==> src/rtl/event_unit_irq_dispatcher.sv <==
// Event unit interrupt buffer: captures event pulses, dispatches the lowest pending unmasked line to one core.
// Optional macro EU_IRQ_OVERFLOW_EN adds sticky per-line overflow flags (overflow_o / overflow_clr_i).
module event_unit_irq_dispatcher #(
    parameter int NUM_IRQ = 64,
    parameter int ID_W    = 8
) (
    input  logic               clk,
    input  logic               rst_n,
    input  logic [NUM_IRQ-1:0] event_i,
    input  logic [NUM_IRQ-1:0] mask_i,
    input  logic [NUM_IRQ-1:0] sw_clear_i,
    output logic               irq_req_o,
    output logic [ID_W-1:0]    irq_id_o,
    input  logic               irq_ack_i,
    input  logic [ID_W-1:0]    irq_ack_id_i,
    output logic [NUM_IRQ-1:0] buffer_status_o
`ifdef EU_IRQ_OVERFLOW_EN
    ,
    output logic [NUM_IRQ-1:0] overflow_o,
    input  logic [NUM_IRQ-1:0] overflow_clr_i
`endif
);

    // state | meaning
    // IDLE  | no request outstanding, dispatch lowest pending & unmasked line
    // REQ   | irq_req_o high, irq_id_o latched until ack or withdraw
    // GAP   | one cycle with irq_req_o low after an accepted ack
    typedef enum logic [1:0] {IDLE, REQ, GAP} state_t;

    localparam logic [ID_W-1:0] ID_NONE = '1;

    state_t             state_q, state_d;
    logic [NUM_IRQ-1:0] pending_q, pending_d;
    logic [NUM_IRQ-1:0] cand, ack_clr, clr;
    logic [ID_W-1:0]    sel_id, id_d;
    logic               req_d, any_cand, ack_ok;
    logic               lat_pend_nxt, lat_mask;

    assign cand     = pending_q & mask_i;
    assign any_cand = |cand;

    always_comb begin
        sel_id = ID_NONE;
        for (int i = NUM_IRQ - 1; i >= 0; i--) begin
            if (cand[i]) sel_id = ID_W'(i);
        end
    end

    assign ack_ok = (state_q == REQ) && irq_ack_i && (irq_ack_id_i == irq_id_o)
                    && (int'(irq_ack_id_i) < NUM_IRQ);

    // Per-line view of the latched request; withdraw ignores the ack path, so no loop through pending_d.
    always_comb begin
        ack_clr      = '0;
        lat_pend_nxt = 1'b0;
        lat_mask     = 1'b0;
        for (int i = 0; i < NUM_IRQ; i++) begin
            if (ID_W'(i) == irq_id_o) begin
                ack_clr[i]   = ack_ok;
                lat_pend_nxt = (pending_q[i] & ~sw_clear_i[i]) | event_i[i];
                lat_mask     = mask_i[i];
            end
        end
    end

    assign clr       = sw_clear_i | ack_clr;
    assign pending_d = (pending_q & ~clr) | event_i;

    always_comb begin
        state_d = state_q;
        req_d   = irq_req_o;
        id_d    = irq_id_o;
        case (state_q)
            IDLE: begin
                if (any_cand) begin
                    state_d = REQ;
                    req_d   = 1'b1;
                    id_d    = sel_id;
                end
            end
            REQ: begin
                if (ack_ok) begin
                    state_d = GAP;
                    req_d   = 1'b0;
                    id_d    = ID_NONE;
                end else if (!lat_pend_nxt || !lat_mask) begin
                    state_d = IDLE;
                    req_d   = 1'b0;
                    id_d    = ID_NONE;
                end
            end
            GAP: begin
                state_d = IDLE;
                req_d   = 1'b0;
                id_d    = ID_NONE;
            end
            default: begin
                state_d = IDLE;
                req_d   = 1'b0;
                id_d    = ID_NONE;
            end
        endcase
    end

    always_ff @(posedge clk or negedge rst_n) begin
        if (!rst_n) begin
            state_q   <= IDLE;
            irq_req_o <= 1'b0;
            irq_id_o  <= ID_NONE;
            pending_q <= '0;
        end else begin
            state_q   <= state_d;
            irq_req_o <= req_d;
            irq_id_o  <= id_d;
            pending_q <= pending_d;
        end
    end

    assign buffer_status_o = pending_q;

`ifdef EU_IRQ_OVERFLOW_EN
    logic [NUM_IRQ-1:0] overflow_q;

    always_ff @(posedge clk or negedge rst_n) begin
        if (!rst_n) begin
            overflow_q <= '0;
        end else begin
            overflow_q <= (overflow_q & ~overflow_clr_i) | (event_i & pending_q & ~clr);
        end
    end

    assign overflow_o = overflow_q;
`else
    // Duplicate events merge silently into the pending bit.
`endif

endmodule

==> config.mk <==
export PLATFORM = sky130hd
export DESIGN_NAME = event_unit_irq_dispatcher
export DESIGN_NICKNAME = d
export VERILOG_FILES = /design/src/rtl/event_unit_irq_dispatcher.sv
export SDC_FILE = /design/constraint.sdc
export NUM_CORES = 1
export LEC_CHECK = 0
export CAP_MARGIN = 15
export CORE_UTILIZATION = 46
export CTS_CLUSTER_DIAMETER = 80
export DETAILED_ROUTE_END_ITERATION = 10
export PLACE_DENSITY = 0.88
export SLEW_MARGIN = 25
export SYNTH_ARGS = -nofsm -noshare
export SYNTH_HDL_FRONTEND = slang
export SYNTH_SLANG_ARGS = --single-unit
==> constraint.sdc <==
create_clock -name clk -period 5.03 [get_ports clk]
set_clock_uncertainty 0.1 [all_clocks]
set_input_delay 0.503 -clock clk [delete_from_list [all_inputs] [get_ports clk]]
set_output_delay 0.503 -clock clk [all_outputs]
set_load 0.1 [all_outputs]
# == Yosys cells after proc, flatten, opt, wreduce, memory -nomap -nowiden ==
# Index checks and enable logic that the tools add are counted.
# op_classes
reduce_logical,10
add_sub_neg,0
n_lt_le_gt_ge,1
mul,0
n_div,0
n_shift,0
bitwise_logic,197
eq_ne,67
n_mux,268
# op_table
op,n
8-bit two-way mux,67
"6-bit by 8-bit equality test with 1-bit output, first input constant",32
1-bit two-way mux,195
64-bit AND,2
"5-bit by 8-bit equality test with 1-bit output, first input constant",16
64-bit bitwise OR,2
1-bit AND,64
"4-bit by 8-bit equality test with 1-bit output, first input constant",8
1-bit NOT,64
64-bit NOT,1
1-bit bitwise OR,64
64-bit OR reduction,1
"3-bit by 8-bit equality test with 1-bit output, first input constant",4
"2-bit by 8-bit equality test with 1-bit output, first input constant",2
8-bit case mux with 2 select lines,1
"1-bit by 8-bit equality test with 1-bit output, first input constant",1
8-bit equality test,1
8-bit zero test,1
"8-bit by 7-bit < comparator with 1-bit output, second input constant",1
2-bit two-way mux,3
2-bit case mux with 2 select lines,1
1-bit logical AND,3
"3-bit by 2-bit != test with 1-bit output, second input constant",1
"2-bit by 1-bit equality test with 1-bit output, second input constant",1
6 further kinds,7
# word_totals
wordCells,547
in_bits,203
ram_bits,0
register_bits,75
mem_bits_ro,0
mem_count,0
out_inout_bits,73
latch_bits,0

# == Logic depth before layout (Yosys ltp) ==
# Gate-level depths: netlist of run 1.
# logic_depth
word_depth,72
mapped_depth,12
ltp_nobuf,9

# == Worst setup path after synthesis of run 1 ==
# OpenSTA, ideal clock, no wires.
# synth_path
kind,reg2reg
from,register irq_id_o[5]
to,register irq_id_o[1]
setup_slack_ns,2.044
path_buffers,1
required_ns,4.847
synth_period_minus_slack_ns,2.986
arrival_ns,2.802
setup_time_ns,0.083
stages_incl_launch_ff,11
cell_sequence,dfstp_2 buf_4 or3b_1 or3_1 a21oi_1 o31ai_1 o221ai_1 a31oi_2 a21oi_2 o22ai_4 o311a_1
# synth_via
elab_chain_len,69
elab_cells_between_ends,202
cone_classes,65 x eq/ne; 130 x mux; 7 x reduce/logical
# synth_lines
element,line,source
"start, declared",13,"output logic [ID_W-1:0] irq_id_o,"
"start signal, assigned",114,irq_id_o <= id_d;
8-bit zero test,58,if (ID_W'(i) == irq_id_o) begin
1-bit two-way mux (64 in a row),58,
1-bit zero test,86,end else if (!lat_pend_nxt || !lat_mask) begin
1-bit logical OR,86,
3-bit by 2-bit != test with 1-bit output (no line),--,
2-bit AND reduction (no line),--,
# Parallel ways exist; a longest one is shown, timed or not.
# A chain may end at the register's enable or synchronous reset.

# == Worst setup path in the final report of run 1 ==
# layout_path
from,register irq_id_o[2]
to,register irq_id_o[6]
# Same word-level chain as after synthesis.

==> results.md, run 1 <==
* Cts hold-fix bufs at 0
* Vias per cell at 6.49
* Cts repair resizes at 0
* Critical Path RT at around 5.2 ns
* First drt pass iteration count at 6
* Total I/O pin count at 276
* Seq/Total Area, Yosys at 30.4%
* GR Util All Layers at 41.9%
* Part of the power in registers at 26.2%
* R2r setup slk at 1.08 ns
* Pint at between 1500 and 2000 uW
* CTS Buf Count at 9
* Min-delay worst type: in -> async
* Nets at 1216
* Worst-path clk slew at 0.06 ns
* Final Max Slew Viols at 0
* Inst Count DP at 1174
* FF-to-FF End: irq_id_o[6]$_DFFE_PN1P_
* ANT nets after route at 0
* Root Buffer: clkbuf_16
* Ys flop type: dfrtp_1
* DP Worst Slack at 1.21 ns
* Cell chain of the critical path: nor2b_1 -> nand2_1 -> o311a_1 -> nand3_1 -> a22oi_1 -> a31oi_2 -> a21oi_2 -> o22ai_4 -> o221a_1
* Yosys top cell area share at between 20% and 30%
* P_sw at between 1500 and 2000 uW
* CP Class: reg -> reg
* Seq cells post-synth at 73
* RSZ-0062 raised after global routing: no
* Placed wire-length estimate at between 20000 and 25000 um
* Drt drc at 0
* Clock share of power at 20.3%
* Final instance area at around 9200 um^2
* Slew HR at 32.5%
* CP arrival at 4.13 ns
* Antenna Cells at 0
* CTS Sinks at 73
* First-pass GRT wire length at 41800 um
* Clk_lat worst skew at 0.35 ns
* Post-synth top area cell: dfrtp_1
* GRT Residual Overflow at 0
* Finished Layout Cells at between 1000 and 1500
* Max FO, Critical Path at 39
* Vias in the first global route at 7353
* Mapped Avg Cell Area at 8.01 um^2
* CP Capture Type: register
* # port buffers at 275
* Die height at 117 um
* Initial DRC count at 1028
* CP max-delay cell: dfstp_2
* Setup TNS at 0 ns
* CP Launch Point: irq_id_o[2]$_DFFE_PN1P_
* Initial antenna violation count at 0
* Pleak at 0.00342 uW
* Pwr per Cell Area at 397 nW/um^2
* Status: finished clean
* Layout cell share with drive strength beyond 1 at 5.01%
* Clk buf depth at 2
* Area growth syn-to-layout at 51.9%
* Fin worst setup slack at roughly 1.1 ns
* Crit path time final at 3.95 ns
* Synth Instances at about 750
* Die area at 13600 um^2
* Worst vdd ir at 0.000271 V
* Post-synth EDFFs at 0
* Vias at 7726
* Postcts setup bufs at 0
* Ys async rst share at between 90% and 100%
* Horiz. Die Dim at between 100 and 150 um
* Largest net degree at the start of global routing at 48
* Core Util, Final at 72.1%
* Syn Nets at between 900 and 1000
* Routed wire length at 28700 um
* Ys Warns at 0
* CP peak stage delay at 1.06 ns
* Worst slew pin tran at 1.01 ns
* FF/Latch Area at 1840 um^2
* Sw Ratio at 50.1%
* WL/cell at 24.1 um
* Library cells used by synthesis at 87
* Combinational power share at a little over half
* Core area at 12700 um^2
* DP Area at 8840 um^2
* Total of max-cap violations at 0
* Worst R2R Path Depth at 9
* Final Hold Viols at 0
* Mapped Area at a little over 6000 um^2
* Period utilization at around four fifths
* Ranking of synthesized cells by area: dfrtp_1, o21ai_0, nand2b_1, nor2b_1, nand2_1
* Worst R2R Start: irq_id_o[2]$_DFFE_PN1P_
* Max Freq at between 200 and 300 MHz
* TritonCTS clock tree: built
* Startpoint types: register
* Area of the multi-input gates at 3990 um^2
* Setup violations, final at 0
* Fillers at roughly 1100
* Htree depth at 3
* Site Rows at 41
* Placer Congestion at 1.00
* Starting Density at 47.5%
## worst max-delay path: cells and delay by family (launching register included)
family,cells,cell delay (ns)
compound gates,6,1.48
flops,1,1.06
simple gates,3,1.22
## state kept, by name, indices dropped and copies added, names as in the netlist
register         cells
state_q              1
irq_req_o            1
buffer_status_o     64
irq_id_o             7
## final cells by class
type                    instances  share of cell area [%]
clock buffers                  12                    2.80
clock inverters                 4                   0.819
inverters                       5                   0.205
multi-input cells             645                    43.5
flip-flops and latches         73                    20.0
well taps                     172                    2.35
repair buffers                279                    30.3
## logic make-up (layout without fill, tap and decap cells)
logic type	count (synthesis)	in the layout	synth area share [%]
buf+inv	36	300	3.50
simple gates	385	385	36.4
compound gates	243	243	26.8
flops	73	73	30.4
mux	11	11	2.03
xor+xnor	6	6	0.870
## power groups by stage
stage	clock (uW)	sequential, uW	combinational (uW)
floorplan	0	1220	1010
global placement	0	942	1890
detailed placement	0	949	1900
CTS	732	941	1910
global route	761	970	2020
finish	738	954	1950
## per-layer routing
metal  up-vias  track usage (%)  wire length [um]
met4         0             23.9              1600
met3       139             9.03              3690
met5         -                0                 0
met1      3559             51.6             10400
met2       696             67.9             12900
li1       3332                -                 -
## worst max-delay path by stage
stage | to | slack (ns)
after floorplan | irq_id_o[1]$_DFFE_PN1P_ | 2.04
after global placement | irq_id_o[6]$_DFFE_PN1P_ | 1.32
after detailed placement | irq_id_o[6]$_DFFE_PN1P_ | 1.21
after CTS | irq_id_o[6]$_DFFE_PN1P_ | 1.19
after global routing | irq_id_o[6]$_DFFE_PN1P_ | 0.90
final | irq_id_o[6]$_DFFE_PN1P_ | 1.08
## stage by stage
stage          hold slack [ns]  power, uW
6_report                 0.132       3640
2_1_floorplan            0.107       2240
3_5_place_dp             0.430       2850
4_1_cts                  0.150       3580
5_1_grt                  0.191       3750
3_3_place_gp             0.419       2830
## cell usage after synthesis (8+ instances only)
library cell and number:
nor2_1 37, dfrtp_1 66, a21oi_1 34, o21ai_0 94
nand2b_1 72, nand3b_1 9, nand2_1 87, nor3_1 25
nand4_1 12, nand3_1 28, mux2i_1 10, nor2b_1 65
buf_2 13, buf_4 8, a22oi_1 19
## layout by cell type (no fill, tap or decap), drive strengths merged, types with 19 or more instances in the layout
master and instances:
o21ai 95, a22oi 19, nand2b 72, nand3 29
nor3 27, dfrtp 66, clkdlybuf4s50 274, nand2 87
nor2 38, nor2b 65, a21oi 36
Power figures use the tool's default switching activity.
==> run 2, diff against run 1 <==
CORE_UTILIZATION = 43   (was 46)
PLACE_DENSITY = 0.83   (was 0.88)
clock period = 3.75 ns   (was 5.03 ns; I/O delays follow)
==> run 2 against run 1 <==
Final area increased by 1.3%. Critical path type unchanged. Non-clock buffer count increased by 14. Highest routed layer unchanged. Wire length increased by 4.3%. Worst hold slack got worse by 0.10 ns. Count of clock-buffer cells in the layout decreased by 3. Flip-flop and latch count unchanged. Clock power increased by 38%. Sequential share of layout area decreased by 0.25 points. Combinational power increased by 44%.
==> results.md, run 2 (same netlist as run 1, synthesis figures left out) <==
* Antenna Cells at 0 (unchanged)
* P_sw at 2500 uW (+37%)
* Die area at 14500 um^2 (+6.9%)
* Final Max Slew Viols at 0 (unchanged)
* # port buffers at 275 (unchanged)
* ANT nets after route at 0 (unchanged)
* Cts repair resizes at 0 (unchanged)
* Root Buffer: clkbuf_16
* Core area at 13500 um^2 (+5.7%)
* Initial antenna violation count at 0 (unchanged)
* Status: finished clean
* CP arrival at 3.61 ns (-0.52 ns)
* Site Rows at 42 (+2.4%)
* Setup violations, final at 0 (unchanged)
* Commonest non-fill, non-tap cell in the layout: clkdlybuf4s50_1
* Vias at 7713 (-0.17%)
* Clk buf depth at 2 (unchanged)
* Placed wire-length estimate at 23800 um (+5.6%)
* Total I/O pin count at 276 (unchanged)
* Area growth syn-to-layout at 53.8%
* Startpoint types: register
* Setup TNS at 0 ns (unchanged)
* Part of the power in registers at 23.9% (-2.3 points)
* Pwr per Cell Area at 541 nW/um^2 (+36%)
* Core Util, Final at 69.0% (-3.1 points)
* Vias in the first global route at 7715 (+4.9%)
* Period utilization at 91.1% (+13 points)
* Placer Congestion at 1.06 (+6.0%)
* Die height at 121 um (+3.4%)
* RSZ-0062 raised after global routing: no
* Pint at 2520 uW (+39%)
* TritonCTS clock tree: built
* Routed wire length at 29900 um (+4.3%)
* Worst slew pin tran at 0.990 ns (-0.0185 ns)
* Combinational power share at 55.8% (+2.2 points)
* Postcts setup bufs at 0 (unchanged)
* Nets at 1230 (+1.2%)
* Pleak at 0.00349 uW (+2.2%)
* Max Freq at 293 MHz (+16%)
* CP Class: reg -> reg
* Vias per cell at 6.38 (-1.7%)
* CTS Sinks at 73 (unchanged)
* Htree depth at 3 (unchanged)
* Cts hold-fix bufs at 0 (unchanged)
* Sw Ratio at 49.8% (-0.32 points)
* Total of max-cap violations at 0 (unchanged)
* Number of flip-flops in the largest register at 64 (unchanged)
* Max FO, Critical Path at 34 (-13%)
* Crit path time final at 3.42 ns (-0.531 ns)
* Worst-path clk slew at 0.06 ns (about the same)
* Layout cell share with drive strength beyond 1 at 6.78% (+1.8 points)
* CP Capture Type: register
* Initial DRC count at 993 (-3.4%)
* WL/cell at 24.8 um (+2.8%)
* GRT Residual Overflow at 0 (unchanged)
* Min Hold Slack at 0.0293 ns (-0.102 ns)
* GR Util All Layers at 41.7% (-0.23 points)
* Slew HR at 33.8% (+1.2 points)
* First-pass GRT wire length at 44800 um (+7.3%)
* Critical Path RT at 3.94 ns (-1.28 ns)
* Total power at 5020 uW (+38%)
* Worst vdd ir at 0.000280 V (+3.4%)
* Final Hold Viols at 0 (unchanged)
* CTS Buf Count at 9 (unchanged)
* Most frequent cells in the layout: clkdlybuf4s50_1, o21ai_0, nand2_1
* Horiz. Die Dim at 121 um (+3.4%)
* Starting Density at 44.9% (-2.6 points)
* First drt pass iteration count at 7 (+1)
* Clk_lat worst skew at 0.35 ns (about the same)
* Largest net degree at the start of global routing at 74 (+54%)
* Clock share of power at 20.3% (about the same)
* Min-delay worst type: in -> async
* Drt drc at 0 (unchanged)
run 2: metal layers:
metal | vias up | GRT usage, % | wire, um | part of all wire, %
met1 | 3583 | 49.9 | 10900 | 37
li1 | 3352 | - | - | -
met3 | 137 | 10.0 | 3210 | 11
met2 | 641 | 68.6 | 14100 | 47
met4 | 0 | 22.7 | 1640 | 5.5
met5 | - | 0 | 0 | 0
run 2: power groups by stage:
stage               clock network, uW  logic, uW  registers [uW]
floorplan                           0       1360            1640
global route                     1060       2910            1210
finish                           1020       2800            1200
detailed placement                  0       2730            1190
global placement                    0       2720            1190
CTS                              1020       2740            1180
run 2: critical path, stage by stage, from the launching register on:
cell and delay [ns]:
dfstp_2 0.98, and2b_1 0.31, nand3_1 0.31, or3_1 0.46, o311ai_1 0.08, a22oi_1 0.12, a31oi_2 0.33, a21oi_2 0.12
o22ai_4 0.29, o221a_1 0.24
run 2: layout make-up:
type	count	area [um^2]
clock inverter	7	119
tap	176	220
clock buffer	9	225
timing repair buffer	293	2880
sequential	73	1840
inverter	5	18.8
multi-input combinational	645	3990
fill	1126	4170
run 2: per-stage QoR:
stage	setup slack, ns	area (um^2)	cells
2_1_floorplan	0.764	6040	754
3_3_place_gp	0.519	8940	1192
3_5_place_dp	0.444	8940	1192
4_1_cts	0.422	9280	1208
5_1_grt	0.192	9290	1208
6_report	0.334	9290	1208
run 2: final timing paths:
kind                                              start                       endpoint  slack (ns)  cells after the start
worst max register to register  irq_id_o[0]$_DFFE_PN1P_        irq_id_o[6]$_DFFE_PN1P_        0.33                      9
worst min-delay path                              rst_n   buffer_status_o[3]$_DFF_PN0_        0.03                      2
worst max-delay path            irq_id_o[0]$_DFFE_PN1P_        irq_id_o[6]$_DFFE_PN1P_        0.33                      9
worst min register to register    irq_req_o$_DFFE_PN0P_          irq_req_o$_DFFE_PN0P_        0.45                      1
min in group clk                  irq_req_o$_DFFE_PN0P_          irq_req_o$_DFFE_PN0P_        0.45                      1
max in group asynchronous                         rst_n  buffer_status_o[13]$_DFF_PN0_        2.99                      2
==> run 3, diff against run 2 <==
CORE_AREA = 2 2 106 108   (was default)
CORE_UTILIZATION = default   (was 43)
DIE_AREA = 0 0 108 110   (was default)
DONT_BUFFER_PORTS = 1   (was default)
PLACE_DENSITY = 0.72   (was 0.83)
==> run 3 against run 2 <==
The run now ends with hold timing left. Sequential share of layout area increased by 6.6 points. Clock power decreased by 30%. Via count decreased by 9.0%. Wire length decreased by 7.1%. Die area decreased by 18%. Worst hold slack got worse by 0.033 ns. Cell count decreased by 20%. Global-route usage increased by 4.3 points. Register-to-register slack improved by 0.07 ns. Largest cell class unchanged. Count of clock-buffer cells in the layout increased by 1. Critical path depth increased by 1.
==> results.md, run 3 (same netlist as run 1, synthesis figures left out) <==
* TritonCTS clock tree: built
* # port buffers at 0 (-100%)
* CP arrival at 3.56 ns (-0.05 ns)
* Site Rows at 38 (-9.5%)
* Status: finished with violations
* Die area at 11900 um^2 (-18%)
* Largest net degree at the start of global routing at 74 (unchanged)
* CTS Sinks at 73 (unchanged)
* Max FO, Critical Path at 29 (-15%)
* CTS Buf Count at 9 (unchanged)
* Worst-path clk slew at 0.09 ns (+0.03 ns)
* Min Hold Slack at -0.00348 ns (-0.0328 ns)
* Vias per cell at 7.22 (+13%)
* Critical Path RT at 3.96 ns (+0.02 ns)
* Clk buf depth at 2 (unchanged)
* Placer Congestion at 1.01 (-5.0%)
* Family with the most delay on the worst path: compound AO/OA/AOI/OAI gates
* Initial DRC count at 959 (-3.4%)
* Vias in the first global route at 7017 (-9.0%)
* CP max-delay cell: dfstp_2
* Final Hold Viols at 2 (+2)
* Antenna Cells at 0 (unchanged)
* CP Capture Type: register
* Final instance area at 6980 um^2 (-25%)
* Fillers at 929 (-17%)
* Horiz. Die Dim at 108 um (-10%)
* Finished Layout Cells at 972 (-20%)
* Postcts setup bufs at 0 (unchanged)
* Worst slew pin tran at 0.625 ns (-0.365 ns)
* Crit path time final at 3.35 ns (-0.0675 ns)
* Layout cell share with drive strength beyond 1 at 16.5% (+9.7 points)
* Nets at 1030 (-16%)
* Worst vdd ir at 0.000433 V (+54%)
* Max Freq at 299 MHz (+2.0%)
* Total of max-cap violations at 0 (unchanged)
* Htree depth at 3 (unchanged)
* GR Util All Layers at 45.9% (+4.3 points)
* Initial antenna violation count at 1 (+1)
* Root Buffer: clkbuf_8
* CP Buf/Inv Count at 1 (+1)
* Min-delay worst type: in -> reg
* Pleak at 0.00271 uW (-23%)
* ANT nets after route at 0 (unchanged)
* Setup violations, final at 0 (unchanged)
* Period utilization at 89.3% (-1.8 points)
* Final Max Slew Viols at 0 (unchanged)
* Die height at 110 um (-8.7%)
* Routed wire length at 27800 um (-7.1%)
* First-pass GRT wire length at 40100 um (-11%)
* Inst Count DP at 953 (-20%)
* RSZ-0062 raised after global routing: no
* Pwr per Cell Area at 636 nW/um^2 (+18%)
* GRT Residual Overflow at 0 (unchanged)
* Total I/O pin count at 276 (unchanged)
* Most frequent cells in the layout: o21ai_0, buf_4, nand2_1
* Clk_lat worst skew at 0.38 ns (+0.03 ns)
* Starting Density at 56.5% (+12 points)
* Placed wire-length estimate at 22000 um (-7.6%)
* Commonest non-fill, non-tap cell in the layout: o21ai_0
* CP Class: reg -> reg
* Vias at 7022 (-9.0%)
* CP peak stage delay at 0.93 ns (-0.05 ns)
* Setup TNS at 0 ns (unchanged)
* Area growth syn-to-layout at 15.5%
* Failing checks: hold timing
* DP Area at 6710 um^2 (-25%)
* WL/cell at 28.6 um (+16%)
* Slew HR at 58.3% (+25 points)
* Startpoint types: register
* Cell chain of the critical path: buf_4 -> nand2b_1 -> o31ai_4 -> a221oi_2 -> nor4_2 -> a21oi_1 -> a31oi_2 -> a21oi_2 -> o22ai_4 -> o311a_1
* Number of flip-flops in the largest register at 64 (unchanged)
* Cts repair resizes at 0 (unchanged)
* Core area at 10700 um^2 (-20%)
* First drt pass iteration count at 6 (-1)
* Drt drc at 0 (unchanged)
## run 3: cell types whose count changed in the layout (fill, tap and decap cells not counted), moves of 2 or more
cell	before	now
clkbuf_8	0	9
clkbuf_16	9	0
dlygate4sd3_1	0	2
buf_4	21	89
clkdlybuf4s50_1	270	0
## run 3: where the power goes
part	internal, uW	switching [uW]	leakage, uW
Combinational	760	1810	0.00181
Sequential	905	248	0.000788
Clock	377	339	0.000107
## run 3: layout make-up
type	instances	area, um^2	share of cell area [%]
clock buffers	10	128	1.83
clock inverters	6	90.1	1.29
inverters	5	18.8	0.269
multi-input cells	645	3990	57.2
flip-flops and latches	73	1840	26.3
well taps	140	175	2.51
repair buffers	93	736	10.5
## run 3: layer usage
metal / global-route usage [%] / part of all wire, %
met1: 52.5 / 34
met2: 76.6 / 46
met3: 15.3 / 14
met4: 24.4 / 5.9
met5: 0 / 0
## run 3: repair_timing
item                                    in CTS  in global routing
endpoints found under the setup margin       0                  0
hold buffers                                 3                  0
endpoints found under the hold margin       74                  0
## run 3: metrics by stage
step           power (uW)  utilization (%)  worst slack [ns]
5_1_grt              4570             65.2             0.338
3_5_place_dp         3630             62.7             0.507
6_report             4440             65.2             0.401
4_1_cts              4360             65.2             0.488
3_3_place_gp         3600             62.7             0.572
2_1_floorplan        3000                -             0.764
## run 3: path summary, 6_finish.rpt
path	start	endpoint	slack [ns]	depth (start not counted)
setup reg to reg	irq_id_o[2]$_DFFE_PN1P_	irq_id_o[1]$_DFFE_PN1P_	0.40	10
max in group asynchronous	rst_n	buffer_status_o[8]$_DFF_PN0_	2.73	2
min in group asynchronous	rst_n	buffer_status_o[18]$_DFF_PN0_	0.43	2
setup / recovery	irq_id_o[2]$_DFFE_PN1P_	irq_id_o[1]$_DFFE_PN1P_	0.40	10
hold / removal	event_i[4]	buffer_status_o[4]$_DFF_PN0_	-0.003	1
hold reg to reg	state_q[1]$_DFFE_PN0P_	irq_req_o$_DFFE_PN0P_	0.53	2
